## src/rtl/rs_hs_pkg.sv

```systemverilog
// Shared definitions for the relay-station handshake pipeline: storage padding,
// memory style selector and sizing helpers.
package rs_hs_pkg;

  localparam int REAL_DEPTH_PAD = 4;

  typedef enum logic [1:0] {
    MEM_REG   = 2'd0,
    MEM_DIST  = 2'd1,
    MEM_BLOCK = 2'd2
  } mem_style_e;

  function automatic int clog2(input int n);
    int r;
    r = 0;
    for (int i = 0; i < 31; i++) begin
      if ((1 << i) < n) r = i + 1;
    end
    return r;
  endfunction

  // Beats that can still land at the tail after ready deasserts at the tail.
  function automatic int grace_period(input int body_level, input bit ready_in_head,
                                      input bit valid_in_head, input int extra_before_tail);
    return body_level + int'(ready_in_head) + int'(valid_in_head) + extra_before_tail;
  endfunction

endpackage

```

## src/rtl/rs_hs_tail_ram.sv

```systemverilog
// Simple dual-port storage for the tail FIFO: one write port, one registered read port.
module rs_hs_tail_ram
  import rs_hs_pkg::*;
#(
  parameter int DATA_WIDTH = 32,
  parameter int DEPTH      = 49,
  parameter int ADDR_WIDTH = 6,
  parameter int MEM_STYLE  = 0
) (
  input  logic                  clk,
  input  logic                  i_wr_en,
  input  logic [ADDR_WIDTH-1:0] i_wr_addr,
  input  logic [DATA_WIDTH-1:0] i_wr_data,
  input  logic                  i_rd_en,
  input  logic [ADDR_WIDTH-1:0] i_rd_addr,
  output logic [DATA_WIDTH-1:0] o_rd_data
);

  logic [DATA_WIDTH-1:0] r_rd_data;
  assign o_rd_data = r_rd_data;

  // Read data holds when i_rd_en is low; the top relies on that to keep of_data stable.
  generate
    if (MEM_STYLE == int'(MEM_BLOCK)) begin : g_block
      (* ram_style = "block" *) logic [DATA_WIDTH-1:0] r_mem [DEPTH];
      always_ff @(posedge clk) begin
        if (i_wr_en) r_mem[i_wr_addr] <= i_wr_data;
        if (i_rd_en) r_rd_data <= r_mem[i_rd_addr];
      end
    end else if (MEM_STYLE == int'(MEM_DIST)) begin : g_dist
      (* ram_style = "distributed" *) logic [DATA_WIDTH-1:0] r_mem [DEPTH];
      always_ff @(posedge clk) begin
        if (i_wr_en) r_mem[i_wr_addr] <= i_wr_data;
        if (i_rd_en) r_rd_data <= r_mem[i_rd_addr];
      end
    end else begin : g_reg
      (* ram_style = "registers" *) logic [DATA_WIDTH-1:0] r_mem [DEPTH];
      always_ff @(posedge clk) begin
        if (i_wr_en) r_mem[i_wr_addr] <= i_wr_data;
        if (i_rd_en) r_rd_data <= r_mem[i_rd_addr];
      end
    end
  endgenerate

endmodule

```

## src/rtl/rs_hs_pipeline_tail_fifo.sv

```systemverilog
// Tail of the relay-station pipeline: absorbs non-stallable in-flight beats and
// re-presents them with a full valid/ready handshake, driving registered ready upstream.
module rs_hs_pipeline_tail_fifo
  import rs_hs_pkg::*;
#(
  parameter int DATA_WIDTH      = 32,
  parameter int DEPTH           = 24,
  parameter int GRACE_PERIOD    = 21,
  parameter int REAL_DEPTH      = GRACE_PERIOD + DEPTH + REAL_DEPTH_PAD,
  parameter int REAL_ADDR_WIDTH = clog2(REAL_DEPTH),
  parameter int MEM_STYLE       = 0
) (
  input  logic                       clk,
  input  logic                       reset,
  input  logic                       if_valid,
  input  logic [DATA_WIDTH-1:0]      if_data,
  output logic                       if_ready,
  output logic                       of_valid,
  output logic [DATA_WIDTH-1:0]      of_data,
  input  logic                       of_ready,
  output logic [REAL_ADDR_WIDTH:0]   occupancy,
  output logic                       overflow
);

  localparam int OW = REAL_ADDR_WIDTH + 1;
  localparam logic [OW-1:0]              C_DEPTH = OW'(DEPTH);
  localparam logic [OW-1:0]              C_FULL  = OW'(REAL_DEPTH);
  localparam logic [REAL_ADDR_WIDTH-1:0] C_LAST  = REAL_ADDR_WIDTH'(REAL_DEPTH - 1);

  logic [REAL_ADDR_WIDTH-1:0] r_wr_ptr, r_rd_ptr;
  logic [OW-1:0]              r_occ;
  logic                       r_of_valid, r_sel_ram, r_if_ready, r_overflow;
  logic [DATA_WIDTH-1:0]      r_byp_data;

  logic [DATA_WIDTH-1:0] w_ram_rd_data;
  logic [OW-1:0]         w_ram_cnt, w_occ_next;
  logic w_pop, w_full, w_out_free, w_ram_empty, w_wr_acc, w_bypass, w_ram_wr, w_refill;

  assign w_pop       = r_of_valid & of_ready;
  assign w_full      = (r_occ == C_FULL);
  assign w_out_free  = ~r_of_valid | w_pop;
  // Occupancy counts the output register too, so the RAM holds the remainder.
  assign w_ram_cnt   = r_occ - OW'(r_of_valid);
  assign w_ram_empty = (w_ram_cnt == '0);
  assign w_wr_acc    = if_valid & (~w_full | w_pop);
  assign w_bypass    = w_wr_acc & w_ram_empty & w_out_free;
  assign w_ram_wr    = w_wr_acc & ~w_bypass;
  assign w_refill    = w_out_free & ~w_ram_empty;
  assign w_occ_next  = r_occ + OW'(w_wr_acc) - OW'(w_pop);

  rs_hs_tail_ram #(
    .DATA_WIDTH (DATA_WIDTH),
    .DEPTH      (REAL_DEPTH),
    .ADDR_WIDTH (REAL_ADDR_WIDTH),
    .MEM_STYLE  (MEM_STYLE)
  ) u_ram (
    .clk       (clk),
    .i_wr_en   (w_ram_wr),
    .i_wr_addr (r_wr_ptr),
    .i_wr_data (if_data),
    .i_rd_en   (w_refill),
    .i_rd_addr (r_rd_ptr),
    .o_rd_data (w_ram_rd_data)
  );

  always_ff @(posedge clk or negedge reset) begin
    if (!reset) begin
      r_wr_ptr   <= '0;
      r_rd_ptr   <= '0;
      r_occ      <= '0;
      r_of_valid <= 1'b0;
      r_sel_ram  <= 1'b0;
      r_byp_data <= '0;
      r_if_ready <= 1'b0;
      r_overflow <= 1'b0;
    end else begin
      if (w_ram_wr) r_wr_ptr <= (r_wr_ptr == C_LAST) ? '0 : r_wr_ptr + 1'b1;
      if (w_refill) r_rd_ptr <= (r_rd_ptr == C_LAST) ? '0 : r_rd_ptr + 1'b1;
      r_occ      <= w_occ_next;
      r_of_valid <= w_refill | w_bypass | (r_of_valid & ~w_pop);
      // The RAM read register doubles as the output register on the normal path.
      if (w_bypass) begin
        r_sel_ram  <= 1'b0;
        r_byp_data <= if_data;
      end else if (w_refill) begin
        r_sel_ram  <= 1'b1;
      end
      r_if_ready <= (w_occ_next < C_DEPTH);
      if (if_valid & w_full & ~w_pop) r_overflow <= 1'b1;
    end
  end

  assign if_ready  = r_if_ready;
  assign of_valid  = r_of_valid;
  assign of_data   = r_sel_ram ? w_ram_rd_data : r_byp_data;
  assign occupancy = r_occ;
  assign overflow  = r_overflow;

endmodule

```

## config.mk

```make
export PLATFORM = sky130hd
export DESIGN_NAME = rs_hs_pipeline_tail_fifo
export DESIGN_NICKNAME = d
export VERILOG_FILES = /design/src/rtl/rs_hs_pkg.sv /design/src/rtl/rs_hs_tail_ram.sv /design/src/rtl/rs_hs_pipeline_tail_fifo.sv
export SDC_FILE = /design/constraint.sdc
export NUM_CORES = 2
export LEC_CHECK = 0
export CELL_PAD_IN_SITES_DETAIL_PLACEMENT = 0
export CELL_PAD_IN_SITES_GLOBAL_PLACEMENT = 1
export CORE_MARGIN = 1.5
export CORE_UTILIZATION = 45
export CTS_BUF_LIST = sky130_fd_sc_hd__clkbuf_8 sky130_fd_sc_hd__clkbuf_16
export DETAILED_ROUTE_END_ITERATION = 10
export PLACE_DENSITY_LB_ADDON = 0.1
export SLEW_MARGIN = 5
export SYNTH_ARGS = -nofsm -noshare
export SYNTH_HDL_FRONTEND = slang
export SYNTH_SLANG_ARGS = --single-unit
```

## constraint.sdc

```tcl
create_clock -name clk -period 4.2 [get_ports clk]
set_clock_uncertainty 0.05 [all_clocks]
set_input_delay 0.42 -clock clk [delete_from_list [all_inputs] [get_ports clk]]
set_output_delay 0.42 -clock clk [all_outputs]
set_load 0.005 [all_outputs]
```

After elaboration in Yosys (flattened, before gate mapping)
Memories as Yosys holds them, arrays and structs flattened. A register that Yosys moved wholly into a read port is not among the register bits. Index checks and enable logic that the tools add are counted.

$add $sub $neg: 5. Order comparisons: 1. Equality and inequality tests: 3. Multiplexer cells: 7. Bitwise operators: 18. Reduce and logical (&&, ||, !) cells: 2.

Operators by type and width (number): 32-bit 2-to-1 mux (1); 7-bit by 1-bit subtractor with 7-bit output (2); 6-bit by 1-bit adder with 6-bit output, second input constant (2); 6-bit == test, second input constant (2); 6-bit 2-to-1 mux (2); 1-bit bitwise AND (9); 7-bit by 1-bit adder with 7-bit output (1); 7-bit by 6-bit == test with 1-bit output, second input constant (1); 7-bit zero test (1); 7-bit by 5-bit < comparator with 1-bit output, second input constant (1); 1-bit inverter (5); 1-bit 2-to-1 mux (4); 1-bit bitwise OR (4); 2-bit nonzero test (1).

Bits in registers: 55. Bits in writable memories: 1568. Input port bits: 36. Output and inout port bits: 42. Logic and storage cells: 45. Memories kept: 1.

Memories: u_ram.g_reg.r_mem (words 49, bits a word 32, rd ports 1, clocked after memory_dff 1, wr ports 1, RTL line rs_hs_tail_ram.sv:37) `(* ram_style = "registers" *) logic [DATA_WIDTH-1:0] r_mem [DEPTH];`.

Longest topological paths before layout
Word-level depth: 10. Gate-level depth with buffers: 14. Gate-level depth less buffers: 14.

Modules after synthesis
A second synthesis with hierarchy kept.

Cell total of the unflattened synthesis: 2937. Area, all modules: 63942.6 µm².

By module, submodules not included: rs_hs_tail_ram (times used 1, cells each 2679, area an instance 60723.2 µm², sequential area each 48046.1 µm²); rs_hs_pipeline_tail_fifo (times used 1, cells each 258, area an instance 3219.3 µm², sequential area each 1376.3 µm²).

Worst setup path after synthesis
No wires, ideal clock.

Path type: register to register. From: reg r_occ[3], in the netlist occupancy[3]. To: mem u_ram.g_reg.r_mem[48][0] (enable). Setup time: 461 ps. Arrival time: 3787 ps. Data required time: 3689 ps. Slack: -98 ps. Stages on the path, launching flop included: 9. Buffers on the path: 1. Period minus slack after synthesis: 4298 ps. Path through: dfrtp_1 inv_1 ha_1 inv_1 a21o_1 a211oi_2 o31ai_4 buf_2 nor3_1.

Cells in the longest elaborated chain, start to end: 10. Elaborated cells between the ends (all ways): 12. Classes of those cells: add/sub (1); eq/ne (1); mux (2); bitwise (7); reduce/logical (1).

Ends and longest elaborated chain: from (decl) (RTL line rs_hs_pipeline_tail_fifo.sv:31) `logic [OW-1:0] r_occ;`; from (signal assigned) (RTL line rs_hs_pipeline_tail_fifo.sv:79) `r_occ <= w_occ_next;`; branches (longest 7 deep; another with 7-bit by 1-bit subtractor with 7-bit output); 1-bit bitwise AND * (RTL line rs_hs_pipeline_tail_fifo.sv:47) `assign w_ram_wr = w_wr_acc & ~w_bypass;`; 1-bit 2-to-1 mux * (RTL line rs_hs_tail_ram.sv:39) `if (i_wr_en) r_mem[i_wr_addr] <= i_wr_data;`; 1-bit 2-to-1 mux (implied by the code) * (RTL line rs_hs_tail_ram.sv:39); to (decl) (RTL line rs_hs_tail_ram.sv:37).

Every way passes the cells marked *.

Worst setup path after layout
From: reg r_occ[3], in the netlist occupancy[3]. To: mem u_ram.g_reg.r_mem[24][7] (enable).

The elaborated chain is that of the path after synthesis.

==> metrics.md <==
| Metric | Value |
|---|---|
| Async S/R FF share, synth | roughly 3.3% |
| Number of global-route vias before repair | 31.66k |
| Die Ht | 379.2 um |
| Share of the synthesized area in the top cell type | 75.43% |
| CP max FO | 32 |
| Largest net degree at the start of global routing | between 50 and 60 |
| Vias | 30.98k |
| RSZ-0062 raised after global routing | no |
| DRT Pass-1 Iters | 5 |
| Setup TNS | 0 ns |
| # setup viols final | 0 |
| Arrival @ worst endpoint | 4.10 ns |
| Min Hold Slack | between 0.07 and 0.08 ns |
| CP required | 4.55 ns |
| Pins Over Slew Limit | 0 |
| Io pins | 78 |
| Min Tclk post-route | 3.749 ns |
| Slew @ Worst Pin | 1.331 ns |
| GRT Total Usage | 24.48% |
| Routed Antenna Nets | 0 |
| Cell mode on critical path | inv_1 |
| Post-CTS Setup Bufs | 0 |
| Hold WC Path Type | input port to flip-flop |
| Relative slew slack | between 10% and 20% |
| Finished layout cell area | approximately 73000 um2 |
| Net switching power figure | 14.80 mW |
| Root Driver | clkbuf_16 |
| Post-synthesis cell type count | 60 |
| Clock-pin slew on the worst setup and hold paths | 0.06 ns |
| Die area | 143800 um2 |
| Avg Cell Area, Syn | 21.76 um2 |
| Die Wd | 379.2 um |
| Worst Path Buf+Inv | 3 |
| Post-Synth XOR/XNOR Area | 0.1100% |
| Hold Violations, Final | 0 |
| Final period utilization | between 80% and 90% |
| Initial Util | 45.48% |
| Clock sinks | 1655 |
| Synth Area in Adders | 0.4046% |
| Area leader, netlist | edfxtp_1 |
| Grt ovf | 0 |
| Clock power share | 30.8% |
| CP Cell Sequence | inv_1, ha_1, inv_1, a21o_1, a211oi_2, o31ai_4, or3_1, buf_4, nor2_4 |
| Synth-to-Final Area Change | 15.22% |
| Fmax | 266.8 MHz |
| Most frequent cell after synthesis | edfxtp_1 |
| Top cells by count, synth | 1600 x edfxtp_1, 340 x mux4_2, 109 x a22oi_1 |
| Lkg Pwr | 23.58 nW |
| Slowest stage cell, crit path | nor2_4 |
| Sw frac | 31.17% |
| Total routed wirelength | 173.1 mm |
| Top_reg_cell synth | edfxtp_1 |
| Status | completed |
| I/O Buffers | between 70 and 80 |
| Combinational family with the most area after synthesis | multiplexers |
| Cell family with most CP delay | simple AND/OR/NAND/NOR gates |
| Mux contribution to synthesized area | 14.94% |
| Synth Warn # | 0 |
| Max cap viols | 0 |
| First-pass GRT wire length | 242.8 mm |
| Yosys reg bits | 1655 |
| Quantity of gates resized following cts | 0 |
| Sequential Power Share | 42.1% |
| Detailed Place HPWL | 107.2 mm |
| Pwr Total | 47.47 mW |
| Max clock buf depth | 3 |
| CP peak stage delay | 0.97 ns |
| Peak supply drop | 0.3967 mV |
| Residual DRC | 0 |
| CTS tree | built |
| Post-DP Area | 67960 um2 |
| Net Count, Synth | approximately 3.0k |
| DR iter-0 viols | between 3k and 4k |
| Register area share after synthesis | 77.59% |
| Placer Congestion | 0.8240 |
| H-tree depth | 4 |
| Via density per instance | 5.944 |
| Critical path launch point type | flip-flop |
| Cell row count | 137 |
| WL per Instance | about 33 um |
| Simple-Gate Fraction of Synth Area | 1.353% |
| Core Footprint | 140000 um2 |
| Clk_lat worst skew | 0.81 ns |
| Final nets | 3249 |
| Syn Inst Count | 2927 |
| Antenna violations before repair | 8 |
| Crit end category | flip-flop |
| Power Dens Cells | around 650 nW/um2 |
| Pint | 32.67 mW |
| Comb pwr share | 27.1% |
| CP Class | flip-flop to flip-flop |
| Compound-cell area share of the yosys netlist | ~4.1% |
| Num CTS Buffers | 170 |
| EDFF count, synth | 1600 |
| Post-Syn Area | 63700 um2 |
| Share of cells above drive strength 1 | 27.48% |
| Top post-synthesis cells by area | edfxtp_1 75%, mux4_2 12%, dfrtp_1 2.2% |
[through the flow]
step                      setup WS [ns]  util, %  cells
final                            0.4512    52.41   5211
after detailed placement         0.3685    48.53   4895
after global placement           0.4247    48.53   4895
after global routing             0.2832    52.40   5209
after floorplan                  0.3744        -   2927
after CTS                        0.3954    52.40   5209
[cell usage in the layout (no fill, tap or decap), types with 10 or more instances in the layout]
| master | n |
|---|---|
| edfxtp_1 | 1600 |
| mux4_2 | 340 |
| clkbuf_16 | 171 |
| buf_4 | 160 |
| a22oi_1 | 109 |
| mux2i_1 | 96 |
| a21oi_1 | 88 |
| clkdlybuf4s50_1 | 63 |
| inv_1 | 60 |
| nor2_4 | 49 |
| dfrtp_1 | 48 |
| mux2_2 | 40 |
| o21ai_0 | 38 |
| o221ai_1 | 37 |
| nand2_1 | 34 |
| clkinv_1 | 33 |
| clkinv_2 | 32 |
| mux2_4 | 30 |
| buf_12 | 24 |
| a221o_1 | 20 |
| ha_1 | 19 |
| a211oi_1 | 18 |
| nand3_1 | 16 |
| nor2_1 | 14 |
| bufinv_16 | 13 |
| buf_2 | 13 |
| a221oi_1 | 11 |
| nor2b_1 | 10 |
[timing repair]
action	CTS	global route
hold buffers	2	0
endpoints found under the hold margin	64	0
setup endpoints to repair	0	0
[sequential cells by signal, summed over array words and instances (netlist names)]
signal,flops
u_ram.g_reg.r_mem,1568
r_byp_data,32
u_ram.o_rd_data,32
occupancy,7
r_rd_ptr,6
r_wr_ptr,6
if_ready,1
of_valid,1
overflow,1
r_sel_ram,1
[per-layer routing]
metal  track usage (%)  routed length (um)  part of all wire, %  vias to the layer above
met3             5.233               12710                  7.3                      173
met4             5.351                2929                  1.7                        0
met5                 0                   0                    0                        -
met1             34.48               73450                   42                    16740
li1                  -                   -                    -                    12940
met2             39.41               83980                   49                     1124
[path summary, 6_finish.rpt]
kind,startpoint,endpoint,slack (ns),depth (start not counted)
max in group asynchronous,reset,r_rd_ptr[1]$_DFFE_PN0P_,3.06,2
min in group asynchronous,reset,r_byp_data[5]$_DFFE_PN0P_,0.26,2
max reg2reg,occupancy[3]$_DFF_PN0_,u_ram.g_reg.r_mem[24][7]$_DFFE_PP_,0.45,9
min reg2reg,overflow$_DFFE_PN0P_,overflow$_DFFE_PN0P_,0.42,1
max,occupancy[3]$_DFF_PN0_,u_ram.g_reg.r_mem[24][7]$_DFFE_PP_,0.45,9
min,if_data[26],u_ram.g_reg.r_mem[32][26]$_DFFE_PP_,0.07,1
[area by class of cell]
type	instances	area (um2)
clock buffers	176	4348
fillers	10920	66650
well taps	1876	2347
multi-input cells	1080	13710
repair buffers	262	2397
clock inverters	136	1061
diodes	2	5.005
inverters	24	90.09
flip-flops and latches	1655	49440
[power groups by stage]
stage	clock (mW)	sequential (mW)	combinational, mW
3_3_place_gp	0	20.3	12.9
4_1_cts	14.9	20.0	13.0
3_5_place_dp	0	20.3	12.9
5_1_grt	15.5	20.0	13.5
6_report	14.6	20.0	12.9
2_1_floorplan	0	19.8	7.36
[cells by family (layout without fill, tap and decap cells)]
logic type / Yosys count / after routing
flops: 1655 / 1655
mux: 506 / 506
compound gates: 370 / 370
buf+inv: 192 / 598
simple gates: 176 / 176
fa+ha+maj: 20 / 20
xor+xnor: 8 / 8
other cells: 0 / 2
Power figures use the tool's default switching activity.
